### config.mk
export PLATFORM = sky130hd
export DESIGN_NAME = mem_stage
export DESIGN_NICKNAME = d
export VERILOG_FILES = /design/src/rtl/mem_stage_pkg.sv /design/src/rtl/register.sv /design/src/rtl/mem_stage.sv
export SDC_FILE = /design/constraint.sdc
export NUM_CORES = 1
export LEC_CHECK = 0
export CAP_MARGIN = 20
export CORE_ASPECT_RATIO = 0.5
export CORE_MARGIN = 5
export CORE_UTILIZATION = 41
export CTS_CLUSTER_SIZE = 16
export DETAILED_ROUTE_END_ITERATION = 16
export PLACE_DENSITY_LB_ADDON = 0.2
export SETUP_SLACK_MARGIN = 0.4
export SLEW_MARGIN = 30
export SYNTH_ARGS = -nofsm -noshare
export SYNTH_HDL_FRONTEND = slang
export SYNTH_SLANG_ARGS = --single-unit
### constraint.sdc
create_clock -name clk -period 2.42 [get_ports clk]
set_input_delay 0.605 -clock clk [delete_from_list [all_inputs] [get_ports clk]]
set_output_delay 0.605 -clock clk [all_outputs]
set_load 0.03 [all_outputs]
### src/rtl/mem_stage_pkg.sv
// Shared definitions for the memory pipeline stage.
//   state_e           : access FSM states
//   DefaultBaseAddr   : byte address that maps to data-memory word 0
//   DefaultMaxWait    : BUSY cycles tolerated without ack before timeout
//   TimeoutFill       : read-data value loaded when a read times out
package mem_stage_pkg;

  typedef enum logic [1:0] {
    StIdle,
    StBusy,
    StDone
  } state_e;

  localparam logic [31:0] DefaultBaseAddr = 32'd1024;
  localparam int unsigned DefaultMaxWait  = 15;
  localparam logic [31:0] TimeoutFill     = 32'hDEADBEEF;

  // Wide enough for the largest legal MAX_WAIT (255).
  localparam int unsigned WaitCntW = 8;

endpackage

### src/rtl/register.sv
// Generic enabled register with asynchronous active-low reset.
//   clk_i  : clock
//   rst_ni : asynchronous reset, active low, loads ResetVal
//   en_i   : load enable
//   d_i    : next value
//   q_o    : stored value
module register #(
  parameter int unsigned      Width    = 32,
  parameter logic [Width-1:0] ResetVal = '0
) (
  input  logic             clk_i,
  input  logic             rst_ni,
  input  logic             en_i,
  input  logic [Width-1:0] d_i,
  output logic [Width-1:0] q_o
);

  always_ff @(posedge clk_i or negedge rst_ni) begin
    if (!rst_ni) begin
      q_o <= ResetVal;
    end else if (en_i) begin
      q_o <= d_i;
    end
  end

endmodule

### src/rtl/mem_stage.sv
// Memory pipeline stage: turns load/store requests from the EXE register into a
// handshaked data-memory access and stalls the pipeline until it completes.
//   clk, rst                 : clock, asynchronous active-low reset
//   WB_en_in .. Dest_in      : controls / data from the EXE pipeline register
//   WB_en_out .. Dest_out    : controls / data to the MEM/WB register
//   freeze                   : stall request to upstream registers and the PC
//   mem_req/we/addr/wdata    : request to data memory (word address)
//   mem_rdata, mem_ack       : response from data memory (ack is a 1-cycle pulse)
//   mem_err                  : 1-cycle pulse when an access times out
module mem_stage
  import mem_stage_pkg::*;
#(
  parameter logic [31:0] BASE_ADDR = DefaultBaseAddr,
  parameter int unsigned MAX_WAIT  = DefaultMaxWait
) (
  input  logic        clk,
  input  logic        rst,
  input  logic        WB_en_in,
  input  logic        MEM_R_EN_in,
  input  logic        MEM_W_EN_in,
  input  logic [31:0] ALU_result_in,
  input  logic [31:0] ST_val_in,
  input  logic [3:0]  Dest_in,
  output logic        WB_en_out,
  output logic        MEM_R_EN_out,
  output logic [31:0] ALU_result_out,
  output logic [31:0] MEM_result_out,
  output logic [3:0]  Dest_out,
  output logic        freeze,
  output logic        mem_req,
  output logic        mem_we,
  output logic [31:0] mem_addr,
  output logic [31:0] mem_wdata,
  input  logic [31:0] mem_rdata,
  input  logic        mem_ack,
  output logic        mem_err
);

  localparam logic [WaitCntW-1:0] MaxWaitCnt = WaitCntW'(MAX_WAIT);

  state_e              state_q, state_d;
  logic [WaitCntW-1:0] cnt_q, cnt_d;

  logic        access;
  logic        busy;
  logic        cap_en;
  logic        rd_en;
  logic        timeout;
  logic [31:0] addr_d, addr_q;
  logic [31:0] wdata_q;
  logic        we_d, we_q;
  logic [31:0] rd_d, rd_q;

  assign access = MEM_R_EN_in | MEM_W_EN_in;
  assign busy   = (state_q == StBusy);
  // Modulo-2^32 subtract: addresses below BASE_ADDR wrap rather than fault.
  assign addr_d = (ALU_result_in - BASE_ADDR) >> 2;
  // Read wins when both enables are set.
  assign we_d   = MEM_W_EN_in & ~MEM_R_EN_in;

  always_comb begin
    state_d = state_q;
    cnt_d   = cnt_q;
    cap_en  = 1'b0;
    rd_en   = 1'b0;
    rd_d    = mem_rdata;
    timeout = 1'b0;
    unique case (state_q)
      StIdle: begin
        if (access) begin
          cap_en  = 1'b1;
          cnt_d   = '0;
          state_d = StBusy;
        end
      end
      StBusy: begin
        if (mem_ack) begin
          rd_en   = ~we_q;
          state_d = StDone;
        end else begin
          cnt_d = cnt_q + 1'b1;
          if (cnt_d == MaxWaitCnt) begin
            timeout = 1'b1;
            rd_en   = ~we_q;
            rd_d    = TimeoutFill;
            state_d = StDone;
          end
        end
      end
      // Always return to IDLE so the same instruction cannot start a second access.
      StDone: begin
        state_d = StIdle;
      end
      default: begin
        state_d = StIdle;
      end
    endcase
  end

  always_ff @(posedge clk or negedge rst) begin
    if (!rst) begin
      state_q <= StIdle;
      cnt_q   <= '0;
    end else begin
      state_q <= state_d;
      cnt_q   <= cnt_d;
    end
  end

  register #(
    .Width(32)
  ) u_addr_reg (
    .clk_i (clk),
    .rst_ni(rst),
    .en_i  (cap_en),
    .d_i   (addr_d),
    .q_o   (addr_q)
  );

  register #(
    .Width(32)
  ) u_wdata_reg (
    .clk_i (clk),
    .rst_ni(rst),
    .en_i  (cap_en),
    .d_i   (ST_val_in),
    .q_o   (wdata_q)
  );

  register #(
    .Width(1)
  ) u_we_reg (
    .clk_i (clk),
    .rst_ni(rst),
    .en_i  (cap_en),
    .d_i   (we_d),
    .q_o   (we_q)
  );

  register #(
    .Width(32)
  ) u_rdata_reg (
    .clk_i (clk),
    .rst_ni(rst),
    .en_i  (rd_en),
    .d_i   (rd_d),
    .q_o   (rd_q)
  );

  // Request outputs decode straight from state so reset drops them without a clock.
  assign mem_req   = busy;
  assign mem_we    = busy & we_q;
  assign mem_addr  = busy ? addr_q : '0;
  assign mem_wdata = busy ? wdata_q : '0;
  assign mem_err   = timeout;

  assign freeze         = busy | ((state_q == StIdle) & access);
  assign WB_en_out      = WB_en_in & ~freeze;
  assign MEM_R_EN_out   = MEM_R_EN_in;
  assign ALU_result_out = ALU_result_in;
  assign Dest_out       = Dest_in;
  assign MEM_result_out = rd_q;

endmodule

==> metrics.csv, run 1 <==
stage;metric;value;unit
run_status;status;finished clean;
yosys;Yosys top cell area share;0.510;
detailed_routing;# DRC;0;
yosys;Yosys warning total;0;
clocking;Root Buffer;clkbuf_16;
floorplan;chip width;169;µm
worst_setup_path;crit path kind;in2out;
clocking;TritonCTS clock tree;yes;
sta;Tmin final;2.21;ns
detailed_routing;drt total wl;16000;µm
layout;Storage cell area;2630;µm²
floorplan;Core Rows;28;
grt;GR Util All Layers;0.203;
layout;share of post-route cells with drive strength above 1;0.335;
floorplan;die area;15000;µm²
clocking;Bufs on Longest Clock Path;2;
placement;Final GP Congestion;0.819;
detailed_routing;Via Count;4571;
sta;final clock skew;0.00863;ns
yosys;post-synth cell types;40;
worst_setup_path;Worst Reg2Reg Path Length in Cells;8;
sta;max-slew violations;0;
floorplan;Die Span Y;89.3;µm
layout;post-route insts no fill;944;
sta;setup TNS;0;ns
yosys;largest family of logic cells by synthesized area;simple AND/OR/NAND/NOR gates;
yosys;compound-gate portion of the synthesized area;0.102;
detailed_routing;DR top layer;met4;
yosys;synthesized area per cell;9.42;µm²
detailed_routing;post-route ant nets;0;
layout;fill cell count;900;
worst_setup_path;reg2reg end;u_rdata_reg.q_o[2];
sta;Max Freq;452;MHz
layout;fin nets;883;
layout;multi-input logic area;2400;µm²
yosys;simple-gate share of the synthesized area;0.252;
clocking;CTS Hold Bufs;0;
worst_setup_path;Worst setup endpoint;mem_err;
placement;dpl hpwl;10400;µm
worst_setup_path;FF-to-FF setup slack;0.52;ns
floorplan;Initial Util;0.427;
yosys;cell taking the most area after synthesis;dfrtp_1;
detailed_routing;wire length per cell;16.9;µm
yosys;mux contribution to synthesized area;0;
grt;largest net degree at the start of global routing;61;
yosys;sequential area share after synthesis;0.510;
worst_setup_path;CP Launch Point;mem_ack;
run;max-cap viol count;0;
clocking;CTS Sinks;105;
yosys;mapped cell area;5150;µm²
yosys;XOR/XNOR share of the synthesized area;0.0406;
floorplan;Core ar.;12100;µm²
clocking;Clk pin slew, worst setup/hold paths;0.07;ns
detailed_routing;Initial DRT Pass Iterations;4;
clocking;Skew-Pair Late Insertion Delay;0.34;ns
worst_setup_path;CP Capture Type;output port;
sta;endpoints failing hold;0;
yosys;Post-synth EDFFs;0;
pwr;Pleak;4.17;nW
detailed_routing;met1 WL;6420;µm
pwr;worst vdd ir;666;µV
detailed_routing;DR iter-0 viols;183;
yosys;Post-Syn Instances;547;
detailed_routing;met2 wire len;8390;µm
floorplan;Ports;244;
sta;Tcrit/Tclk final;0.915;
yosys;Synth Area in Adders;0.00729;
sta;unrepaired setup endpoints after global routing;true;
min_path;Worst Hold Class;in2async;
yosys;Synth Flop Type;dfrtp_1;
worst_setup_path;Worst setup SP type;primary input;
placement;# port buffers;229;
pwr;P per Cell Area;1290;nW/µm²
detailed_routing;DR vias/cell;4.84;
grt;vias in the first global route;4594;
worst_setup_path;WP data arrival;1.61;ns
layout;synth-to-layout area growth;67.6;%
layout;n_diodes;0;
clocking;H-tree levels;3;
yosys;Synth async-reset ratio;1.00;
grt;global-route wire length before repair;24100;µm
yosys;Synth area leaders;dfrtp_1 51%, nand2_1 11%, and2_1 8.0%;
worst_setup_path;CP Max Fanout;2;
yosys;cell with the most instances after synthesis;nand2_1;
placement;placed cell count;900;
grt;initial antenna violation count;0;
worst_setup_path;worst reg2reg path startpoint;cnt_q[0];
sta;Setup violations, final;0;
grt;grt total ovfl;0;
worst_setup_path;Crit path required time;1.81;ns
detailed_routing;Met3 Wirelength;999;µm
clocking;TritonCTS Buffers;9;
yosys;most instantiated cells after synthesis;154 x nand2_1, 105 x dfrtp_1, 66 x and2_1;
yosys;synthesized flop and latch total;105;
routing by layer:
layer	track usage	vias to the layer above
met1	0.245	2199
met4	0.0515	0
li1	-	2214
met3	0.0539	12
met2	0.370	146
met5	0	-
cells by family after synthesis:
group                    Yosys count
buffers and inverters             74
XOR/XNOR                          23
AO/OA/AOI/OAI                     74
AND/OR/NAND/NOR                  267
other                              1
flip-flops                       105
adder cells (fa/ha/maj)            3
layout make-up:
class | count | share of cell area
repair buffers | 284 | 0.355
flip-flops and latches | 105 | 0.305
multi-input cells | 369 | 0.278
clock buffers | 10 | 0.0265
well taps | 165 | 0.0239
clock inverters | 6 | 0.00884
inverters | 5 | 0.00304
repair_timing:
item,in CTS,in global routing
resized for setup,143,80
endpoints found under the setup margin,91,101
buffers inserted,16,4
cloned,6,2
pin swaps,27,26
critical path: stages:
cell and delay [ns]:
clkdlybuf4s50_1 0.44, nand2b_4 0.17, nor4_4 0.22, buf_6 0.17
where the power goes:
part / internal (mW) / switching, mW / total [mW]
combinational: 3.17 / 3.50 / 6.67
sequential: 2.56 / 0.434 / 3.00
clock: 0.820 / 0.681 / 1.50
total: 6.56 / 4.61 / 11.2
through the flow:
step | utilization | power [mW] | worst slack [ns] | instance area, µm² | hold slack, ns
detailed placement | 0.608 | 8.19 | -0.0567 | 7330 | 0.454
global placement | 0.608 | 8.09 | -0.0664 | 7330 | 0.449
global route | 0.716 | 11.8 | 0.149 | 8630 | 0.252
floorplan | - | 6.12 | 0.414 | 5190 | 0.309
CTS | 0.692 | 10.9 | 0.192 | 8340 | 0.244
finish | 0.716 | 11.2 | 0.206 | 8630 | 0.237
flip-flops by register name, summed over array words and instances (netlist names):
register / flops
cnt_q: 8
u_addr_reg.q_o: 30
u_wdata_reg.q_o: 32
state_q: 2
u_we_reg.q_o: 1
u_rdata_reg.q_o: 32
how the worst min path moves through the flow:
stage	from	end	slack, ns	depth (start not counted)
floorplan	rst	cnt_q[0]	0.31	0
global placement	u_wdata_reg.q_o[21]	u_wdata_reg.q_o[21]	0.45	2
global route	rst	u_addr_reg.q_o[19]	0.25	2
detailed placement	u_wdata_reg.q_o[16]	u_wdata_reg.q_o[16]	0.45	2
CTS	rst	u_addr_reg.q_o[19]	0.24	2
finish	rst	u_addr_reg.q_o[19]	0.24	2
placed cells by master, fill, tap and decap left out, drive strengths merged, types with 7 or more instances in the layout:
| master | n |
|---|---|
| inv | 7 |
| nor2 | 16 |
| dlygate4sd2 | 10 |
| a22o | 8 |
| buf | 146 |
| o22a | 24 |
| clkdlybuf4s50 | 96 |
| nor4 | 7 |
| dfrtp | 105 |
| nand2 | 154 |
| dlymetal6s2s | 24 |
| xnor2 | 17 |
| and2 | 66 |
| clkbuf | 12 |
| o21ai | 32 |
(Power assumes the default switching activity.)
==> inputs of run 2 (changes only) <==
GPL_TIMING_DRIVEN = 0   (was unset)
==> metrics.csv, run 2 (synthesis gave the netlist of run 1 again) <==
stage;metric;value;unit;change
worst_setup_path;critical path depth;7;;+3
sta;unrepaired setup endpoints after global routing;true;;
layout;fin nets;931;;+5.4%
worst_setup_path;Worst Reg2Reg Path Length in Cells;9;;+1
grt;busiest grt layer;met2;;
detailed_routing;Initial DRT Pass Iterations;4;;unchanged
detailed_routing;post-route ant nets;0;;unchanged
clocking;Skew-Pair Late Insertion Delay;0.33;ns;about the same
placement;placed cell count;949;;+5.4%
detailed_routing;# DRC;0;;unchanged
floorplan;chip width;169;µm;unchanged
sta;Tcrit/Tclk final;0.927;;+0.0126
worst_setup_path;CP delay by family, top;buffers and inverters;;
clocking;TritonCTS Buffers;9;;unchanged
clocking;Root Buffer;clkbuf_16;;
grt;vias in the first global route;4869;;+6.0%
grt;GRT met2 Usage;0.366;;-0.00364
grt;GR Util All Layers;0.203;;about the same
placement;dpl hpwl;11200;µm;+7.9%
layout;most common cell after layout, fill and taps aside;nand2_1;;
detailed_routing;DR iter-0 viols;174;;-4.9%
clocking;H-tree levels;3;;unchanged
layout;share of post-route cells with drive strength above 1;0.356;;+0.0209
floorplan;Die Span Y;89.3;µm;unchanged
worst_setup_path;CP Max Fanout;7;;+5
pwr;P per Cell Area;1250;nW/µm²;-3.5%
layout;multi-input logic area;2420;µm²;+0.89%
clocking;CTS Sinks;105;;unchanged
detailed_routing;DR vias/cell;4.74;;-2.1%
min_path;Worst Hold Class;in2async;;
sta;Max Freq;446;MHz;-1.4%
layout;synth-to-layout area growth;71.4;%;
worst_setup_path;Crit path required time;1.81;ns;about the same
grt;met3 Track Usage GR;0.0517;;-0.00221
layout;n_diodes;0;;unchanged
floorplan;Initial Util;0.427;;unchanged
clocking;TritonCTS clock tree;yes;;
layout;most frequent cells in the layout;151 x nand2_1, 104 x dfrtp_1, 103 x clkdlybuf4s50_1;;
worst_setup_path;CP Cell Sequence;nand2b_4 -> inv_6 -> buf_12 -> clkbuf_16 -> buf_8 -> and2_4 -> buf_6;;
sta;Tightest Pin Transition;0.505;ns;
detailed_routing;wire length per cell;15.8;µm;-6.7%
sta;Setup violations, final;0;;unchanged
sta;endpoints failing hold;0;;unchanged
layout;post-route insts no fill;991;;+5.0%
layout;top flop regs;u_rdata_reg.q_o: 32 flops, u_wdata_reg.q_o: 32 flops, u_addr_reg.q_o: 30 flops;;
worst_setup_path;CP Capture Type;output port;;
detailed_routing;drt total wl;15600;µm;-2.1%
run_status;status;finished clean;;
floorplan;die area;15000;µm²;unchanged
worst_setup_path;Critical Path Max Stage Delay;0.41;ns;-0.03 ns
detailed_routing;Via Count;4700;;+2.8%
sta;max-slew violations;0;;unchanged
placement;Final GP Congestion;0.830;;+1.3%
sta;Max-slew headroom;0.663;;
floorplan;Ports;244;;unchanged
layout;Storage cell area;2630;µm²;about the same
worst_setup_path;Bufs and invs on worst path;5;;+3
pwr;Pleak;4.21;nW;+0.92%
worst_setup_path;reg2reg end;u_rdata_reg.q_o[21];;
clocking;CTS Hold Bufs;0;;unchanged
worst_setup_path;worst reg2reg path startpoint;cnt_q[2];;
sta;setup TNS;0;ns;unchanged
placement;Post-Place Setup Slack;-0.858;ns;-0.802 ns
layout;fill cell count;880;;-2.2%
sta;Final Worst Setup Slack;0.176;ns;-0.0304 ns
floorplan;Core Rows;28;;unchanged
grt;grt total ovfl;0;;unchanged
worst_setup_path;crit path kind;reg2out;;
floorplan;Core ar.;12100;µm²;unchanged
pwr;total power;11.0;mW;-1.3%
worst_setup_path;CP max stage cell;dfrtp_1;;
grt;largest net degree at the start of global routing;69;;+13%
worst_setup_path;WP data arrival;1.64;ns;+0.03 ns
placement;# port buffers;235;;+2.6%
worst_setup_path;FF-to-FF setup slack;0.57;ns;+0.05 ns
grt;global-route wire length before repair;24600;µm;+1.9%
pwr;worst vdd ir;641;µV;-3.8%
clocking;Clk pin slew, worst setup/hold paths;0.07;ns;about the same
run;max-cap viol count;0;;unchanged
grt;M1 GR Usage;0.253;;+0.00795
sta;Tmin final;2.24;ns;+0.0304 ns
clocking;Bufs on Longest Clock Path;2;;unchanged
sta;final clock skew;0.00568;ns;-0.00295 ns
sta;hold slack;0.163;ns;-0.0739 ns
grt;initial antenna violation count;0;;unchanged
worst_setup_path;Worst setup SP type;flip-flop;;
## run 2: cell types whose count changed in the layout (fill, tap and decap cells not counted), sizes merged, moves of 3 or more
cell,before,now
clkdlybuf4s50,96,103
dlymetal6s2s,24,12
clkinvlp,0,3
dlygate4sd2,10,16
clkbuf,12,32
buf,146,165
clkdlybuf4s15,6,13
## run 2: how the worst max path moves through the flow
| stage | startpoint | to |
|---|---|---|
| finish | state_q[1] | mem_addr[28] |
| global route | state_q[1] | mem_addr[21] |
| CTS | state_q[0] | freeze |
| detailed placement | MEM_R_EN_in | freeze |
| global placement | rst | u_rdata_reg.q_o[31] |
| floorplan | state_q[1] | mem_addr[10] |
## run 2: worst reg2reg max path: cells and delay by family (launching register included)
family	cells	cell delay [ns]
flops	1	0.37
xor+xnor	1	0.14
buf+inv	4	0.54
compound gates	2	0.36
simple gates	2	0.37
## run 2: cell type report
cell class                 count  area share
buffer                        69      0.0653
clock buffer                  10      0.0271
clock inverter                 5     0.00453
inverter                       5     0.00269
multi-input combinational    369       0.274
sequential                   105       0.298
tap                          165      0.0234
timing repair buffer         263       0.306
## run 2: per-layer routing
layer	share of wire	wire length [µm]	up-vias
met4	0.0077	121	0
met2	0.51	7900	142
met3	0.061	946	10
met1	0.43	6650	2260
li1	-	-	2288
met5	0	0	-
## run 2: repair_timing
item / 4_1_cts / 5_1_grt
hold endpoints to repair: 0 / 0
setup buffers: 15 / 4
gates cloned: 8 / 0
endpoints found under the setup margin: 119 / 111
resized for setup: 743 / 59
pin swaps: 66 / 5
## run 2: stage by stage
step	instance area, µm²	util
global route	8830	0.733
CTS	8650	0.718
global placement	7750	0.643
finish	8830	0.733
detailed placement	7780	0.645
floorplan	5190	-
## run 2: power breakdown
group | leakage, nW | switching [mW] | internal [mW]
clock | 0.127 | 0.650 | 0.726
combinational | 2.81 | 3.46 | 3.18
sequential | 1.27 | 0.450 | 2.56
total | 4.21 | 4.56 | 6.47
==> inputs of run 3 (changes only) <==
CTS_CLUSTER_SIZE = 24   (was 16)
==> results of run 3 <==
Same layout as run 2: the final DEF is identical, and so are final timing and power.
